[config.mk]
export PLATFORM = sky130hd
export DESIGN_NAME = decode_wb_pipe
export DESIGN_NICKNAME = d
export VERILOG_FILES = /design/src/rtl/y86_defs.sv /design/src/rtl/regfile_y86.sv /design/src/rtl/decode_wb_pipe.sv
export SDC_FILE = /design/constraint.sdc
export NUM_CORES = 2
export LEC_CHECK = 0
export ABC_AREA = 0
export CAP_MARGIN = 20
export CELL_PAD_IN_SITES_DETAIL_PLACEMENT = 1
export CELL_PAD_IN_SITES_GLOBAL_PLACEMENT = 1
export CORE_MARGIN = 2
export CORE_UTILIZATION = 44
export DETAILED_ROUTE_END_ITERATION = 12
export MAX_ROUTING_LAYER = met4
export PLACE_DENSITY = 0.81
export SLEW_MARGIN = 20
export SYNTH_ARGS = -nofsm -noshare
export SYNTH_HDL_FRONTEND = slang
export SYNTH_SLANG_ARGS = --single-unit
[constraint.sdc]
create_clock -name clk -period 3.9 [get_ports clk]
set_clock_uncertainty 0.05 [all_clocks]
set_input_delay 0.78 -clock clk [delete_from_list [all_inputs] [get_ports clk]]
set_output_delay 0.78 -clock clk [all_outputs]
set_load 0.02 [all_outputs]
[src/rtl/y86_defs.sv]
// Shared Y86-64 definitions: instruction codes, register IDs, ALU function codes
// and the decode helper that maps an instruction to its register sources/destinations.
package y86_defs;

    typedef enum logic [3:0] {
        I_HALT   = 4'h0,
        I_NOP    = 4'h1,
        I_RRMOVQ = 4'h2,
        I_IRMOVQ = 4'h3,
        I_RMMOVQ = 4'h4,
        I_MRMOVQ = 4'h5,
        I_OPQ    = 4'h6,
        I_JXX    = 4'h7,
        I_CALL   = 4'h8,
        I_RET    = 4'h9,
        I_PUSHQ  = 4'hA,
        I_POPQ   = 4'hB
    } icode_t;

    typedef enum logic [3:0] {
        ALU_ADD = 4'h0,
        ALU_SUB = 4'h1,
        ALU_AND = 4'h2,
        ALU_XOR = 4'h3
    } alu_fun_t;

    localparam logic [3:0] RSP_ID    = 4'h4;
    localparam logic [3:0] RNONE     = 4'hF;
    localparam logic [3:0] NOP_ICODE = 4'h1;

    typedef struct packed {
        logic [3:0] src_a;
        logic [3:0] src_b;
        logic [3:0] dst_e;
        logic [3:0] dst_m;
    } reg_ids_t;

    // Unknown icodes fall through to "no register" everywhere.
    function automatic reg_ids_t decode_reg_ids(input logic [3:0] icode,
                                                input logic [3:0] r_a,
                                                input logic [3:0] r_b);
        reg_ids_t ids;
        ids = '{src_a: RNONE, src_b: RNONE, dst_e: RNONE, dst_m: RNONE};
        case (icode)
            I_RRMOVQ: begin
                ids.src_a = r_a;
                ids.dst_e = r_b;
            end
            I_IRMOVQ: ids.dst_e = r_b;
            I_RMMOVQ: begin
                ids.src_a = r_a;
                ids.src_b = r_b;
            end
            I_MRMOVQ: begin
                ids.src_b = r_b;
                ids.dst_m = r_a;
            end
            I_OPQ: begin
                ids.src_a = r_a;
                ids.src_b = r_b;
                ids.dst_e = r_b;
            end
            I_CALL: begin
                ids.src_b = RSP_ID;
                ids.dst_e = RSP_ID;
            end
            I_RET: begin
                ids.src_a = RSP_ID;
                ids.src_b = RSP_ID;
                ids.dst_e = RSP_ID;
            end
            I_PUSHQ: begin
                ids.src_a = r_a;
                ids.src_b = RSP_ID;
                ids.dst_e = RSP_ID;
            end
            I_POPQ: begin
                ids.src_a = RSP_ID;
                ids.src_b = RSP_ID;
                ids.dst_e = RSP_ID;
                ids.dst_m = r_a;
            end
            default: ;
        endcase
        return ids;
    endfunction

endpackage

[src/rtl/regfile_y86.sv]
// Fifteen-entry Y86-64 register file: two combinational read ports, two write ports
// (M port wins when both target the same register), synchronous clear.
module regfile_y86
    import y86_defs::*;
#(
    parameter int DATA_W = 64
) (
    input  logic              clk,
    input  logic              reset,
    input  logic [3:0]        rd_a_id,
    input  logic [3:0]        rd_b_id,
    output logic [DATA_W-1:0] rd_a_val,
    output logic [DATA_W-1:0] rd_b_val,
    input  logic [3:0]        wr_e_id,
    input  logic [DATA_W-1:0] wr_e_val,
    input  logic [3:0]        wr_m_id,
    input  logic [DATA_W-1:0] wr_m_val
);

    localparam int NREGS = 15;

    logic [DATA_W-1:0] regs_reg  [NREGS];
    logic [DATA_W-1:0] regs_next [NREGS];

    // RNONE (15) never equals any index here, so it can never write.
    generate
        for (genvar gi = 0; gi < NREGS; gi++) begin : g_reg_next
            assign regs_next[gi] = (wr_m_id == 4'(gi)) ? wr_m_val :
                                   (wr_e_id == 4'(gi)) ? wr_e_val :
                                                         regs_reg[gi];
        end
    endgenerate

    always_ff @(posedge clk) begin
        for (int i = 0; i < NREGS; i++) begin
            if (reset) begin
                regs_reg[i] <= '0;
            end else begin
                regs_reg[i] <= regs_next[i];
            end
        end
    end

    always_comb begin
        rd_a_val = '0;
        rd_b_val = '0;
        if (rd_a_id != RNONE) begin
            rd_a_val = regs_reg[rd_a_id];
        end
        if (rd_b_id != RNONE) begin
            rd_b_val = regs_reg[rd_b_id];
        end
    end

endmodule

[src/rtl/decode_wb_pipe.sv]
// Y86-64 decode / write-back stage: register selection, forwarding from E/M/W,
// the register file, and the E pipeline register feeding execute.
module decode_wb_pipe
    import y86_defs::*;
#(
    parameter int DATA_W = 64
) (
    input  logic              clk,
    input  logic              reset,
    input  logic [3:0]        D_icode,
    input  logic [3:0]        D_ifun,
    input  logic [3:0]        D_rA,
    input  logic [3:0]        D_rB,
    input  logic [DATA_W-1:0] D_valC,
    input  logic [DATA_W-1:0] D_valP,
    input  logic              E_bubble,
    input  logic [3:0]        e_dstE,
    input  logic [DATA_W-1:0] e_valE,
    input  logic [3:0]        M_dstE,
    input  logic [DATA_W-1:0] M_valE,
    input  logic [3:0]        M_dstM,
    input  logic [DATA_W-1:0] m_valM,
    input  logic [3:0]        W_dstE,
    input  logic [DATA_W-1:0] W_valE,
    input  logic [3:0]        W_dstM,
    input  logic [DATA_W-1:0] W_valM,
    output logic [3:0]        d_srcA,
    output logic [3:0]        d_srcB,
    output logic [3:0]        E_icode,
    output logic [3:0]        E_ifun,
    output logic [DATA_W-1:0] E_valA,
    output logic [DATA_W-1:0] E_valB,
    output logic [DATA_W-1:0] E_valC,
    output logic [3:0]        E_dstE,
    output logic [3:0]        E_dstM,
    output logic [3:0]        E_srcA,
    output logic [3:0]        E_srcB
);

    reg_ids_t          ids;
    logic [DATA_W-1:0] rf_a_val;
    logic [DATA_W-1:0] rf_b_val;
    logic [DATA_W-1:0] d_val_a;
    logic [DATA_W-1:0] d_val_b;

    assign ids    = decode_reg_ids(D_icode, D_rA, D_rB);
    assign d_srcA = ids.src_a;
    assign d_srcB = ids.src_b;

    regfile_y86 #(.DATA_W(DATA_W)) u_regfile (
        .clk      (clk),
        .reset    (reset),
        .rd_a_id  (ids.src_a),
        .rd_b_id  (ids.src_b),
        .rd_a_val (rf_a_val),
        .rd_b_val (rf_b_val),
        .wr_e_id  (W_dstE),
        .wr_e_val (W_valE),
        .wr_m_id  (W_dstM),
        .wr_m_val (W_valM)
    );

    // Youngest producer first; a RNONE source is filtered out before any compare,
    // so it cannot alias a RNONE destination.
    function automatic logic [DATA_W-1:0] forward(input logic [3:0]        src,
                                                  input logic [DATA_W-1:0] rf_val);
        logic [DATA_W-1:0] val;
        if (src == RNONE)        val = '0;
        else if (src == e_dstE)  val = e_valE;
        else if (src == M_dstM)  val = m_valM;
        else if (src == M_dstE)  val = M_valE;
        else if (src == W_dstM)  val = W_valM;
        else if (src == W_dstE)  val = W_valE;
        else                     val = rf_val;
        return val;
    endfunction

    always_comb begin
        d_val_a = forward(ids.src_a, rf_a_val);
        // call and jXX carry valP down the valA path instead of a register.
        if (D_icode == I_CALL || D_icode == I_JXX) begin
            d_val_a = D_valP;
        end
        d_val_b = forward(ids.src_b, rf_b_val);
    end

    logic [3:0]        e_icode_reg;
    logic [3:0]        e_ifun_reg;
    logic [DATA_W-1:0] e_val_a_reg;
    logic [DATA_W-1:0] e_val_b_reg;
    logic [DATA_W-1:0] e_val_c_reg;
    logic [3:0]        e_dst_e_reg;
    logic [3:0]        e_dst_m_reg;
    logic [3:0]        e_src_a_reg;
    logic [3:0]        e_src_b_reg;

    always_ff @(posedge clk) begin
        if (reset || E_bubble) begin
            e_icode_reg <= NOP_ICODE;
            e_ifun_reg  <= 4'h0;
            e_val_a_reg <= '0;
            e_val_b_reg <= '0;
            e_val_c_reg <= '0;
            e_dst_e_reg <= RNONE;
            e_dst_m_reg <= RNONE;
            e_src_a_reg <= RNONE;
            e_src_b_reg <= RNONE;
        end else begin
            e_icode_reg <= D_icode;
            e_ifun_reg  <= D_ifun;
            e_val_a_reg <= d_val_a;
            e_val_b_reg <= d_val_b;
            e_val_c_reg <= D_valC;
            e_dst_e_reg <= ids.dst_e;
            e_dst_m_reg <= ids.dst_m;
            e_src_a_reg <= ids.src_a;
            e_src_b_reg <= ids.src_b;
        end
    end

    assign E_icode = e_icode_reg;
    assign E_ifun  = e_ifun_reg;
    assign E_valA  = e_val_a_reg;
    assign E_valB  = e_val_b_reg;
    assign E_valC  = e_val_c_reg;
    assign E_dstE  = e_dst_e_reg;
    assign E_dstM  = e_dst_m_reg;
    assign E_srcA  = e_src_a_reg;
    assign E_srcB  = e_src_b_reg;

endmodule

==> metrics.cfg <==
[hold_path]
whs_endpoint=E_valC[26]
hp-class=in2reg
worstHoldStart=D_valC[26]
min_path_cells=2

[placed_design]
routabilityCongestion=1.02
io_buffers=710
pre_cts_ws_ns=-0.512
placed_area_um2=87500
post-dp-hpwl_um=282000

[synthesis]
synthFlopType=edfxtp_1
syn_area_um2=72200
synthTopCellsByCount=nand2_1 (3,025), a21oi_1 (1,359), edfxtp_1 (960)
synth_top_cell_by_area=edfxtp_1
yosysMostFrequentCell=nand2_1
ys_seq_elements=1176
synthTopCellsByArea=edfxtp_1 (40%), nand2_1 (16%), a21oi_1 (9.4%)
ys_types=77
synthArstFlopShare_pct=0
synthCells=8845
yosysWarnings=0
avgSynthCellArea_um2=8.16
ys_seq_area_share_pct=45.9
synth_top_area_share_pct=39.9
synth-edff-count=960
synth_nets=9332

[setup_path]
setup.worst_path.class=in2out
r2r_end=E_valA[37]
crit_fanout=7
end_kind=output pin
critPathRequiredTime_ns=3.07
worstSetupStartpointType=primary input
cp.arrival_ns=3.02
r2r_slack_ns=1.73
r2r_start=u_regfile.regs_reg[11][37]
worst-r2r-cell-count=6

[timing]
max_freq_ghz=0.259
slew-limit-headroom_pct=18.9
worst_pin_slew_ns=1.21
drv_slew=0
fin_crit_sh_pct=98.8
setup_viol=0
min_period_ns=3.85
fin_ws_ns=0.0461
hold_viol=0
finalSetupTns_ns=0
rsz0062_at_grt=no

[floorplanning]
coreArea_um2=163000
dieWidth_um=409
die-area_um2=167000
ios=711
rows=148
start_util_pct=44.3
fp.dieH_um=409

[cells_and_area]
final_cell_area_um2=92300
finalNetCount=9907
fill_cells=18600
seq_area_um2=33200
multiInputGateArea_um2=35400
syn_to_final_growth_pct=27.9
drive_above_1_share_pct=12.7
largest_register_ffs=960

[drt]
drc_errors=9
drtIter0Drc=17300
vias_per_cell=7.44
drt_pre_antenna_iters=13
wl_per_cell_um=38.2
drtAntennaViolNets=0
routed_wl_um=449000
num_vias=87400

[clocking]
cts_root_buffer=clkbuf_16
cts_htree_levels=4
cts_max_path_buffers=3
cts_buffers=139
clkTransAtPathRegs_ns=0.07
clock_sinks=1176
clock_latency_ns=0.86
cts_tree=done

[global_route]
grt_max_degree=91
track_usage_pct=53.2
grt_pass1_vias=87700
grt_pass1_wl_um=627000
grt-ovfl-total=0
antenna_found_initial=38

[status]
violations=DRC
outcome=finished with violations

[job]
cap_violations=0

[power_and_ir_drop]
leakagePower_nw=35.0
ir_drop_uv=509
power.density_nw_per_um2=411

## cells in the final DEF, fill, tap and decap left out, types with 129 or more instances in the layout
cell type,count
edfxtp_1,960
o21ai_0,140
mux2i_1,129
nand2_1,3010
dfxtp_1,216
and3_1,130
clkdlybuf4s50_1,703
nand3_1,192
nor2_1,141
a31oi_1,140
clkbuf_16,143
a21oi_1,1358
buf_12,237
buf_4,575
## cells by family (layout without fill, tap and decap cells)
logic type	Yosys count	count (layout)	share of synthesized area [%]
compound gates	2603	2603	22.9
xor+xnor	11	11	0.133
buf+inv	1107	1797	5.94
flops	1176	1176	45.9
mux	195	195	3.80
other cells	0	43	0
simple gates	3753	3753	21.3
## worst max path at each step
stage / slack (ns) / start / endpoint
2_1_floorplan: 0.40 / W_dstM[0] / u_regfile.regs_reg[0][0]
3_5_place_dp: -0.51 / D_icode[1] / E_valB[26]
6_report: 0.05 / D_icode[2] / d_srcB[1]
3_3_place_gp: -0.43 / D_icode[1] / E_valB[52]
4_1_cts: 0.05 / D_icode[2] / d_srcA[3]
5_1_grt: 0.01 / D_icode[2] / d_srcB[1]
## per-stage QoR
stage	std cells	power (mW)	hold slack [ns]	utilization, %
2_1_floorplan	8845	19.0	0.650	-
4_1_cts	11700	37.1	0.440	56.7
3_3_place_gp	11500	23.2	0.755	53.8
6_report	11800	37.9	0.456	56.7
3_5_place_dp	11500	23.4	0.757	53.8
5_1_grt	11700	38.2	0.453	56.7
## power by group
| part | total [mW] | switching (mW) | internal [mW] |
|---|---|---|---|
| registers | 15.2 | 0.618 | 14.6 |
| clock network | 14.0 | 6.08 | 7.97 |
| logic | 8.65 | 5.63 | 3.02 |
| total | 37.9 | 12.3 | 25.6 |
## area by class of cell
class	count	share of cell area, %
Timing Repair Buffer	1520	17.5
Tap cell	2175	2.95
Clock inverter	73	0.871
Multi-Input combinational cell	6562	38.3
Sequential cell	1176	35.9
Clock buffer	183	4.23
Antenna cell	43	0.117
Inverter	21	0.112
## metal layers
layer	part of all wire (%)	GRT usage, %	routed length, µm
met1	33	61.2	146000
met2	41	73.1	182000
met3	17	23.0	78200
met4	9.4	39.7	42300
met5	0	-	0
## repair_timing
item / 4_1_cts / 5_1_grt
resized for setup: 7 / 0
pin swaps: 1 / 1
hold buffers: 0 / 0
setup endpoints to repair: 6 / 1
buffers inserted: 1 / 0
## worst max-delay path, stage by stage
cell,delay (ns)
clkdlybuf4s50_1,0.46
buf_4,0.21
nand2b_2,0.19
buf_4,0.20
o31ai_4,0.27
buf_4,0.23
buf_4,0.13
inv_4,0.05
buf_12,0.15
dlygate4sd2_1,0.33
Power figures use the tool's default switching activity.
